## config.mk

```make
export PLATFORM = sky130hd
export DESIGN_NAME = cache_refill_arbiter
export DESIGN_NICKNAME = d
export VERILOG_FILES = /design/src/rtl/cache_refill_arbiter.sv
export SDC_FILE = /design/constraint.sdc
export NUM_CORES = 1
export LEC_CHECK = 0
export CAP_MARGIN = 0
export CORE_AREA = 2 2 421 423
export DETAILED_ROUTE_END_ITERATION = 8
export DIE_AREA = 0 0 423 425
export PLACE_DENSITY = 0.36
export SYNTH_ARGS = -nofsm -noshare
export SYNTH_HDL_FRONTEND = slang
export SYNTH_SLANG_ARGS = --single-unit
```

## constraint.sdc

```tcl
create_clock -name clk -period 21.8 [get_ports clk]
set_input_delay 2.18 -clock clk [delete_from_list [all_inputs] [get_ports clk]]
set_output_delay 2.18 -clock clk [all_outputs]
set_load 0.02 [all_outputs]
```

## src/rtl/cache_refill_arbiter.sv

```systemverilog
// Round-robin refill arbiter: one I/D-cache line read in flight, result pushed into the refill FIFO.
// Optional WAIT-state abort timer enabled by defining REFILL_TIMEOUT_EN.
module cache_refill_arbiter #(
    parameter int FIFO_WIDTH     = 512,
    parameter int ADDR_WIDTH     = 8,
    parameter int TIMEOUT_CYCLES = 255
) (
    input  logic                  clk,
    input  logic                  reset,
    input  logic                  icache_req,
    input  logic [ADDR_WIDTH-1:0] icache_addr,
    output logic                  icache_grant,
    input  logic                  dcache_req,
    input  logic [ADDR_WIDTH-1:0] dcache_addr,
    output logic                  dcache_grant,
    output logic                  mem_req,
    output logic [ADDR_WIDTH-1:0] mem_addr,
    input  logic                  mem_ack,
    input  logic                  mem_valid,
    input  logic [FIFO_WIDTH-1:0] mem_data,
    input  logic                  fifo_full,
    output logic                  fifo_write_en,
    output logic [FIFO_WIDTH-1:0] fifo_write_data,
    output logic [ADDR_WIDTH-1:0] fifo_write_addr,
    output logic                  busy,
    output logic                  timeout_err
);

    typedef enum logic [1:0] {IDLE, ISSUE, WAIT, PUSH} state_t;
    typedef enum logic {OWNER_ICACHE, OWNER_DCACHE} owner_t;

    state_t                state, state_next;
    owner_t                last_owner;
    logic [ADDR_WIDTH-1:0] addr_r;
    logic [FIFO_WIDTH-1:0] data_r;
    logic                  grant_i_r, grant_d_r;
    logic                  any_req, pick_d, timeout_hit;

    if (TIMEOUT_CYCLES < 1) begin : g_bad_timeout
        $error("TIMEOUT_CYCLES must be at least 1");
    end

    assign any_req = icache_req | dcache_req;
    // On a tie the requester that did not own the previous refill wins
    assign pick_d  = dcache_req & (~icache_req | (last_owner == OWNER_ICACHE));

`ifdef REFILL_TIMEOUT_EN
    localparam int CNT_W = ($clog2(TIMEOUT_CYCLES + 1) > 8) ? $clog2(TIMEOUT_CYCLES + 1) : 8;

    logic [CNT_W-1:0] wait_cnt;
    logic             timeout_err_r;

    // A late mem_valid in the expiry cycle takes priority over the abort
    assign timeout_hit = (state == WAIT) & ~mem_valid & (wait_cnt == CNT_W'(TIMEOUT_CYCLES - 1));

    always_ff @(posedge clk or posedge reset) begin
        if (reset) begin
            wait_cnt      <= '0;
            timeout_err_r <= 1'b0;
        end else begin
            timeout_err_r <= timeout_hit;
            if (state == ISSUE)
                wait_cnt <= '0;
            else if ((state == WAIT) && !mem_valid)
                wait_cnt <= wait_cnt + 1'b1;
        end
    end

    assign timeout_err = timeout_err_r;
`else
    assign timeout_hit = 1'b0;
    assign timeout_err = 1'b0;
`endif

    always_comb begin
        state_next = state;
        case (state)
            IDLE:    if (any_req) state_next = ISSUE;
            ISSUE:   if (mem_ack) state_next = WAIT;
            WAIT: begin
                if (mem_valid)
                    state_next = PUSH;
                else if (timeout_hit)
                    state_next = IDLE;
            end
            PUSH:    if (!fifo_full) state_next = IDLE;
            default: state_next = IDLE;
        endcase
    end

    always_ff @(posedge clk or posedge reset) begin
        if (reset) begin
            state      <= IDLE;
            last_owner <= OWNER_ICACHE;
            addr_r     <= '0;
            data_r     <= '0;
            grant_i_r  <= 1'b0;
            grant_d_r  <= 1'b0;
        end else begin
            state     <= state_next;
            grant_i_r <= 1'b0;
            grant_d_r <= 1'b0;
            if ((state == IDLE) && any_req) begin
                addr_r     <= pick_d ? dcache_addr : icache_addr;
                last_owner <= pick_d ? OWNER_DCACHE : OWNER_ICACHE;
                grant_d_r  <= pick_d;
                grant_i_r  <= ~pick_d;
            end
            if ((state == WAIT) && mem_valid)
                data_r <= mem_data;
        end
    end

    assign icache_grant    = grant_i_r;
    assign dcache_grant    = grant_d_r;
    assign mem_req         = (state == ISSUE);
    assign mem_addr        = mem_req ? addr_r : '0;
    assign fifo_write_en   = (state == PUSH) & ~fifo_full;
    assign fifo_write_data = data_r;
    assign fifo_write_addr = addr_r;
    assign busy            = (state != IDLE);

endmodule

```

==> results.yml <==
status:
  status: "completed"
synthesis:
  avgSynthCellArea_um2: 17.1
  syn_area_um2: 19600
  synth_top_area_share_pct: 66.9
  synth_cells: 1146
  yosys.area_share.adder_pct: 0.255
  synth_compound_area_share_pct: 0.650
  synth_ff_type: "dfrtp_1"
  ys.warnings.count: 0
  synth_top_area_cell: "dfrtp_1"
  synthTopCellsByCount: "dfrtp_1 (525), mux2_2 (512), buf_4 (31)"
  synth-xor-area-share_pct: 0
  ys_seq_area_share_pct: 66.9
  async_flop_share_pct: 100
  synth_top_family_by_area: "multiplexers"
  synth_edf_count: 0
  synthTopCellsByArea: "dfrtp_1 (67%), mux2_2 (29%), buf_4 (1.2%), buf_2 (0.66%), a221o_1 (0.41%)"
  synthMuxAreaShare_pct: 29.4
  synth-simple-area-share_pct: 0.758
  synth.most_common_cell: "dfrtp_1"
  synthDistinctLibCells: 23
  syn_nets: 1685
  ys_seq_elements: 525
clocking:
  cts_setup_buffers: 0
  numCtsBuffers: 74
  htreeDepth: 3
  clockRootBuffer: "clkbuf_16"
  post_cts_resized: 0
  worstSkewPairLatency_ns: 0.66
  cts_buffer_depth: 3
  clk_pin_slew_ns: 0.05
  cts_tree: "done"
  hold_buffers: 0
  cts_sinks: 525
drt:
  drt-initial-drc-count: 472
  dr_total_vias: 13900
  wirelength_um: 90400
  drt-pass1-iter-count: 4
  via_per_inst: 2.99
  postRouteAntennaNets: 0
  wire_per_inst_um: 19.5
  drc: 0
sta:
  finalSetupViolCount: 0
  max_freq_mhz: 174
  setup_tns_ns: 0
  period_minus_slack_ns: 5.73
  timing.final.crit_share_pct: 26.3
  hold_violations: 0
  worstMarginPinSlew_ns: 1.05
  fin_skew_ns: 0.0206
  rsz0062_at_grt: "no"
  relSlewSlack_pct: 30.1
  report.final.slew_viol_count: 0
min_path:
  worstHoldPathCells: 1
  hp-class: "flop to flop"
  hold_end: "fifo_write_data[334]"
  min_from: "fifo_write_data[334]"
floorplanning:
  rows: 154
  die_h_um: 425
  die_w_um: 423
  die_area_um2: 180000
  core_um2: 175000
  start_util_pct: 11.2
  io_pins: 1069
critical_path:
  critPathLaunchType: "input pin"
  r2r_start: "state[0]"
  timing.rr.end: "fifo_write_data[396]"
  worstRegToRegCells: 7
  endpoint_kind: "asynchronous set/reset pin"
  cp-startpoint: "reset"
  crit_arrival_ns: 6.38
  crit_type: "input pin to asynchronous set/reset pin"
  worstPathMaxFanout: 126
  reg2reg_slack_ns: 17.28
  critical_path_required_ns: 22.44
job:
  maxCapViolations: 0
grt:
  grt_usage_pct: 9.70
  grt_max_degree: 149
  grt_pass1_wl_um: 123000
  grt_overflow: 0
  antenna_found_initial: 12
  grt_pass1_vias: 15000
layout:
  utilization_pct: 20.2
  synthToLayoutAreaGrowth_pct: 80.8
  finalNetCount: 2784
  regArea_um2: 13100
  multi_input_area_um2: 6120
  drive_gt1_share_pct: 27.8
  nFillCells: 19000
placed_design:
  place.gp.congestion: 0.790
  post-dp-hpwl_um: 69700
  io_buffers: 1067
power_and_ir_drop:
  p_leak_uw: 0.0141
  power.density_nw_per_um2: 161
  vdd_ir_drop_max_mv: 0.0684
[cells by family (layout without fill, tap and decap cells)]
logic type | count (synthesis) | in the layout
flops | 525 | 525
buf+inv | 64 | 1217
mux | 513 | 513
compound gates | 14 | 14
other cells | 1 | 8
simple gates | 25 | 25
fa+ha+maj | 4 | 4
[state kept, by name, indices dropped and copies added, names as in the netlist]
| name | cells |
|---|---|
| icache_grant | 1 |
| fifo_write_addr | 8 |
| fifo_write_data | 512 |
| dcache_grant | 1 |
| state | 2 |
| last_owner | 1 |
[layout make-up]
cell class,count,share of cell area (%)
multi-input combinational,557,17.2
tap,2340,8.25
timing repair buffer,1081,30.5
clock buffer,113,6.20
antenna,7,0.0493
sequential,525,37.0
clock inverter,17,0.716
inverter,6,0.0846
[layer usage]
layer | part of all wire, % | wire length (um) | GRT usage [%] | vias to the layer above
li1 | - | - | - | 6258
met1 | 37 | 33300 | 10.4 | 6977
met5 | 0.17 | 157 | 0.397 | -
met2 | 52 | 47300 | 17.1 | 545
met4 | 2.5 | 2230 | 3.34 | 10
met3 | 8.2 | 7400 | 3.97 | 111
[metrics by stage]
step	worst slack, ns	hold slack, ns	cell area [um2]	cells	total power (uW)
2_1_floorplan	4.95	0.472	19600	1146	3040
3_3_place_gp	14.99	0.485	33000	4509	4540
3_5_place_dp	15.03	0.489	33000	4509	4540
4_1_cts	15.81	0.501	35500	4639	5850
5_1_grt	15.39	0.508	35500	4642	6010
6_report	16.07	0.499	35500	4646	5710
[critical path, cell delays in order]
cell and delay, ns:
clkdlybuf4s50_1 0.49, inv_8 0.70, buf_4 0.61, buf_4 0.67, buf_4 0.73, buf_4 0.83
[worst max path at each step]
stage | cells past startpoint | to | slack, ns
floorplan | 1 | dcache_grant | 4.95
global placement | 6 | fifo_write_data[447] | 14.99
detailed placement | 6 | fifo_write_data[447] | 15.03
CTS | 6 | fifo_write_data[447] | 15.81
global route | 6 | fifo_write_data[415] | 15.39
finish | 6 | fifo_write_data[445] | 16.07
[cells in the final DEF, fill, tap and decap left out, types with 2 or more instances in the layout]
| cell | instances |
|---|---|
| diode_2 | 7 |
| bufinv_16 | 5 |
| clkinv_2 | 5 |
| inv_1 | 5 |
| ha_1 | 4 |
| clkbuf_8 | 16 |
| and2_1 | 9 |
| clkdlybuf4s50_1 | 1067 |
| clkbuf_16 | 76 |
| clkbuf_1 | 21 |
| buf_4 | 12 |
| a221o_1 | 8 |
| mux2_2 | 512 |
| buf_12 | 2 |
| inv_6 | 3 |
| dfrtp_1 | 525 |
| nand2_1 | 3 |
| and3_1 | 8 |
[report_power, final]
part | leakage [uW] | switching [uW] | internal, uW
Clock | 0.00120 | 486 | 754
Combinational | 0.00664 | 1310 | 1400
Sequential | 0.00622 | 282 | 1480
Total | 0.0141 | 2080 | 3630
(Power assumes the default switching activity.)
